**src/rtl/core_pkg.sv**
```systemverilog
// core_pkg: shared scoreboard constants, operand bit order, issue record and hazard helper.
package core_pkg;
  localparam int NUM_REGS  = 32;
  localparam int REG_IDX_W = $clog2(NUM_REGS);
  localparam int LAT_W     = 4;
  localparam int MAX_LAT   = 15;
  localparam int RS1_B = 2;
  localparam int RS2_B = 1;
  localparam int RS3_B = 0;
  typedef struct packed {
    logic [REG_IDX_W-1:0] rd;
    logic                 reg_write;
    logic                 fpu_reg_write;
    logic [LAT_W-1:0]     lat;
  } issue_t;
  // A count of 1 means the result is at W next cycle, where forwarding covers it.
  function automatic logic src_hazard(input logic used, input logic fp,
                                      input logic [LAT_W-1:0] int_cnt,
                                      input logic [LAT_W-1:0] fpu_cnt);
    return used && ((fp ? fpu_cnt : int_cnt) >= LAT_W'(2));
  endfunction
endpackage

```
**src/rtl/sb_counter_bank.sv**
```systemverilog
// sb_counter_bank: one register file's remaining-latency counters with load,
// self-decrement and source/destination read ports.
module sb_counter_bank
  import core_pkg::*;
#(
  parameter int NUM_REGS = 32,
  parameter int CW       = 4,
  localparam int IW      = $clog2(NUM_REGS)
) (
  input  logic                clk,
  input  logic                rstn,
  input  logic                ld_en,
  input  logic [IW-1:0]       ld_idx,
  input  logic [CW-1:0]       ld_val,
  input  logic [IW-1:0]       src_idx [3],
  output logic [CW-1:0]       src_cnt [3],
  input  logic [IW-1:0]       dst_idx,
  output logic [CW-1:0]       dst_cnt,
  output logic [NUM_REGS-1:0] busy
);
  logic [CW-1:0] cnt_q [NUM_REGS];
  logic [CW-1:0] cnt_d [NUM_REGS];

  always_comb begin
    for (int i = 0; i < NUM_REGS; i++) begin
      cnt_d[i] = (ld_en && ld_idx == IW'(i)) ? ld_val :
                 (cnt_q[i] != '0) ? cnt_q[i] - CW'(1) : cnt_q[i];
      busy[i]  = cnt_q[i] != '0;
    end
  end

  always_comb begin
    for (int k = 0; k < 3; k++) src_cnt[k] = cnt_q[src_idx[k]];
    dst_cnt = cnt_q[dst_idx];
  end

  always_ff @(posedge clk or negedge rstn) begin
    if (!rstn) cnt_q <= '{default: '0};
    else       cnt_q <= cnt_d;
  end
endmodule

```
**src/rtl/fpu_scoreboard.sv**
```systemverilog
// fpu_scoreboard: DP-stage write hazard tracker for integer and FP register files;
// stalls on unforwardable RAW and on WAW reordering, then records the issue.
module fpu_scoreboard
  import core_pkg::*;
#(
  parameter int NUM_REGS = 32,
  parameter int LAT_W    = 4,
  parameter int MAX_LAT  = 15,
  localparam int IW      = $clog2(NUM_REGS)
) (
  input  logic                clk,
  input  logic                rstn,
  input  logic [IW-1:0]       rs1_dp,
  input  logic [IW-1:0]       rs2_dp,
  input  logic [IW-1:0]       rs3_dp,
  input  logic [2:0]          rs_fpu_dp,
  input  logic [2:0]          rs_used_dp,
  input  logic                issue_valid_dp,
  input  logic [IW-1:0]       rd_dp,
  input  logic                reg_write_dp,
  input  logic                fpu_reg_write_dp,
  input  logic [LAT_W-1:0]    lat_dp,
  input  logic                flush,
  output logic                stall_dp,
  output logic                raw_hazard,
  output logic                waw_hazard,
  output logic [NUM_REGS-1:0] busy_int,
  output logic [NUM_REGS-1:0] busy_fpu
);
  logic [IW-1:0]    src_idx [3];
  logic [LAT_W-1:0] i_src   [3];
  logic [LAT_W-1:0] f_src   [3];
  logic [LAT_W-1:0] i_dst, f_dst;
  logic             raw_any, waw_any, gate, commit;
  issue_t           iss;

  always_comb begin
    src_idx[0] = rs1_dp;
    src_idx[1] = rs2_dp;
    src_idx[2] = rs3_dp;
    iss.rd            = rd_dp;
    iss.reg_write     = reg_write_dp;
    iss.fpu_reg_write = fpu_reg_write_dp;
    iss.lat           = (lat_dp > LAT_W'(MAX_LAT)) ? LAT_W'(MAX_LAT) : lat_dp;
    raw_any = src_hazard(rs_used_dp[RS1_B], rs_fpu_dp[RS1_B], i_src[0], f_src[0]) ||
              src_hazard(rs_used_dp[RS2_B], rs_fpu_dp[RS2_B], i_src[1], f_src[1]) ||
              src_hazard(rs_used_dp[RS3_B], rs_fpu_dp[RS3_B], i_src[2], f_src[2]);
    // x0 never loads, so its counter stays 0 and it is naturally WAW-exempt.
    waw_any = (iss.reg_write && i_dst > lat_dp) || (iss.fpu_reg_write && f_dst > lat_dp);
    gate       = issue_valid_dp && !flush;
    raw_hazard = gate && raw_any;
    waw_hazard = gate && waw_any;
    stall_dp   = raw_hazard || waw_hazard;
    commit     = gate && !stall_dp;
  end

  sb_counter_bank #(.NUM_REGS(NUM_REGS), .CW(LAT_W)) u_int (
    .clk     (clk),
    .rstn    (rstn),
    .ld_en   (commit && iss.reg_write && iss.rd != '0),
    .ld_idx  (iss.rd),
    .ld_val  (iss.lat),
    .src_idx (src_idx),
    .src_cnt (i_src),
    .dst_idx (iss.rd),
    .dst_cnt (i_dst),
    .busy    (busy_int)
  );

  sb_counter_bank #(.NUM_REGS(NUM_REGS), .CW(LAT_W)) u_fpu (
    .clk     (clk),
    .rstn    (rstn),
    .ld_en   (commit && iss.fpu_reg_write),
    .ld_idx  (iss.rd),
    .ld_val  (iss.lat),
    .src_idx (src_idx),
    .src_cnt (f_src),
    .dst_idx (iss.rd),
    .dst_cnt (f_dst),
    .busy    (busy_fpu)
  );
endmodule

```
**config.mk**
```make
export PLATFORM = sky130hd
export DESIGN_NAME = fpu_scoreboard
export DESIGN_NICKNAME = d
export VERILOG_FILES = /design/src/rtl/core_pkg.sv /design/src/rtl/sb_counter_bank.sv /design/src/rtl/fpu_scoreboard.sv
export SDC_FILE = /design/constraint.sdc
export NUM_CORES = 1
export LEC_CHECK = 0
export ABC_AREA = 0
export ABC_CLOCK_PERIOD_IN_PS = 12700
export CAP_MARGIN = 15
export CORE_MARGIN = 1.5
export CORE_UTILIZATION = 36
export CTS_CLUSTER_DIAMETER = 120
export DETAILED_ROUTE_END_ITERATION = 16
export PLACE_DENSITY_LB_ADDON = 0.05
export SETUP_SLACK_MARGIN = 0.1
export SYNTH_ARGS = -nofsm -noshare
export SYNTH_HDL_FRONTEND = slang
export SYNTH_SLANG_ARGS = --single-unit
```
**constraint.sdc**
```tcl
create_clock -name clk -period 12.7 [get_ports clk]
set_clock_uncertainty 0.15 [all_clocks]
set_input_delay 3.81 -clock clk [delete_from_list [all_inputs] [get_ports clk]]
set_output_delay 3.81 -clock clk [all_outputs]
set_load 0.02 [all_outputs]
```
==> impl_metrics.yaml <==
status:
  status: "complete, no violations"
floorplan:
  placementRows: 87
  start_util_pct: 36.5
  die-area_mm2: 0.0589
  die_w_um: 243
  fp.dieH_um: 243
  ioPinCount: 103
  fp.coreArea_mm2: 0.0566
synth:
  synth.distinct_cells: 57
  ys.flop_type: "dfrtp_1"
  synth-edff-count: 0
  synth_warnings: 0
  seq_area_frac_synth_pct: 31.0
  syn_area_per_cell_um2: 9.64
  synth_seq_cells: 256
  synth_top_area_cell: "dfrtp_1"
  synth.cell_area_mm2: 0.0207
  syn-instance-count: 2145
  synth_most_common_cell: "dfrtp_1"
  synth_fp_nets: 2317
  synth-async-reset-ratio_pct: 100
  synth_common_cells: "dfrtp_1, nand2_1, mux2i_1, nor2_1, inv_1"
  synth.area.top_cells: "dfrtp_1, mux4_2, mux2i_1"
  yosysTopAreaCellShare_pct: 31.0
pwr:
  power.density_mw_per_mm2: 256
  ir_worst_vdd_mv: 0.110
  p_leak_uw: 0.0111
setup_path:
  cp.required_ns: 8.74
  reg2regPathDepth: 13
  cp.arrival_ns: 7.85
  end_kind: "primary output"
  ff2ff_setup_slack_ns: 8.09
  crit_start: "rd_dp[0]"
  worstReg2RegEnd: "u_fpu.cnt_q[8]$_DFFE_PN0P_"
  worst_setup_path_start_kind: "input port"
  crit_type: "input port to primary output"
  rr_startpoint: "u_fpu.cnt_q[21]$_DFFE_PN0P_"
  cp_max_fo: 38
place:
  post-place-ws_ns: 0.878
  hpwl_mm: 56.2
  post-place-cells: 2922
  dpl-instance-area_mm2: 0.0224
  gp_congestion: 0.908
  port_buffers: 102
run:
  max-cap-violations: 0
drt:
  vias_per_cell: 6.00
  wl_per_cell_um: 26.7
  drt_first_pass_iters: 5
  drt_iter0_drc: 1745
  via_count: 17918
  wirelength_mm: 79.8
  drc: 0
  ant_nets: 0
min_path:
  min_delay_worst_endpoint: "u_int.cnt_q[127]$_DFFE_PN0P_"
  min_from: "u_int.cnt_q[127]$_DFFE_PN0P_"
  hp-class: "flip-flop to flip-flop"
  min_path_cells: 1
clock_network:
  tritoncts: "built"
  clockRootBuffer: "clkbuf_16"
  postCtsHoldBufs: 0
  cts.repair.resized: 0
  cts.sinks: 256
  cts_buffers: 35
  clock_latency_ns: 0.56
  cts_max_level: 2
  post_cts_buffers: 0
  clkSlewWorstSetupHoldPaths_ns: 0.05
  clockBufferDepth: 3
timing:
  fin_ws_ns: 0.889
  hold_viol_final: 0
  post-route-min-period_ns: 11.81
  fin_setup_tns_ns: 0
  rsz0062_at_grt: "false"
  setup_viol: 0
  clock.fmax_mhz: 84.7
  max_slew_margin_pct: 32.4
  min_period_over_period_pct: 93.0
  tightest_slew_ns: 1.01
  drv_slew: 0
finish:
  final_cell_area_mm2: 0.0235
  drive_gt1_share_pct: 12.8
  nets: 2375
  final_cells: 2985
  nFillCells: 5594
  area_growth_pct: 13.8
grt:
  grt_max_degree: 77
  grt_usage_pct: 26.9
  grt_pass1_wl_mm: 119
  overflow: 0
  grt_pass1_vias: 17742
  antenna_found_initial: 3
==> stage by stage <==
step	hold slack (ns)	util, %	power (uW)
2_1_floorplan	0.364	-	3940
3_3_place_gp	0.446	39.6	4940
3_5_place_dp	0.451	39.6	4980
4_1_cts	0.465	41.5	6030
5_1_grt	0.515	41.6	6470
6_report	0.471	41.6	6020
==> sequential cells by signal (all words and copies together), names as in the netlist <==
signal and count:
u_fpu.cnt_q 128, u_int.cnt_q 128
==> where the power goes <==
| group | total [uW] | internal, uW | switching (uW) |
|---|---|---|---|
| Combinational | 2980 | 1460 | 1520 |
| Sequential | 2030 | 1250 | 777 |
| Clock | 1010 | 598 | 409 |
==> how the worst max path moves through the flow <==
stage | end | cells past startpoint | slack (ns)
5_1_grt | stall_dp | 13 | 0.69
6_report | stall_dp | 13 | 0.89
3_5_place_dp | stall_dp | 13 | 0.88
3_3_place_gp | stall_dp | 13 | 0.98
2_1_floorplan | stall_dp | 16 | 1.23
4_1_cts | stall_dp | 13 | 0.88
==> layer usage <==
metal,track usage [%],vias up,wire length [um]
met5,0,-,21
met4,10.1,4,3120
met3,4.98,157,5350
met2,44.3,711,37700
met1,35.0,9080,33600
li1,-,7966,-
==> critical path, cell delays in order <==
cell             delay, ns
buf_4                 0.59
buf_4                 0.39
mux4_2                0.55
mux4_2                0.50
mux2_2                0.29
ha_1                  0.29
o21ai_0               0.09
nand2b_1              0.07
a21oi_1               0.25
o22ai_1               0.13
nand2_2               0.22
nand2b_1              0.11
clkdlybuf4s50_1       0.54
==> layout make-up <==
cell class / instances / area, um^2 / area share, %
antenna: 2 / 5.00 / 0.0213
sequential: 256 / 6410 / 27.2
inverter: 148 / 556 / 2.36
tap: 756 / 946 / 4.02
clock inverter: 8 / 97.6 / 0.415
clock buffer: 53 / 1030 / 4.36
multi-input combinational: 1632 / 13300 / 56.5
timing repair buffer: 130 / 1200 / 5.11
==> cell families after synthesis <==
logic type / after synthesis / share of synthesized area [%]
DFF: 256 / 31.0
AOI/OAI and AO/OA: 254 / 7.60
buffers and inverters: 257 / 4.79
xor gates and xnor gates: 124 / 5.25
and+or+nand+nor: 728 / 17.1
muxes: 390 / 26.1
adders and majority gates: 136 / 8.23
==> cells in the final DEF (no fill, tap or decap), types with 47 or more instances in the layout <==
cell / instances
a21oi_1: 86
clkdlybuf4s50_1: 93
dfrtp_1: 256
ha_1: 136
inv_1: 143
mux2_2: 78
mux2i_1: 201
mux4_2: 111
nand2_1: 205
nand4_1: 69
nor2_1: 151
nor3_1: 136
o21ai_0: 74
or3_1: 47
xnor2_1: 67
xor2_1: 57
Note: power is estimated with default switching activity, not from simulation.
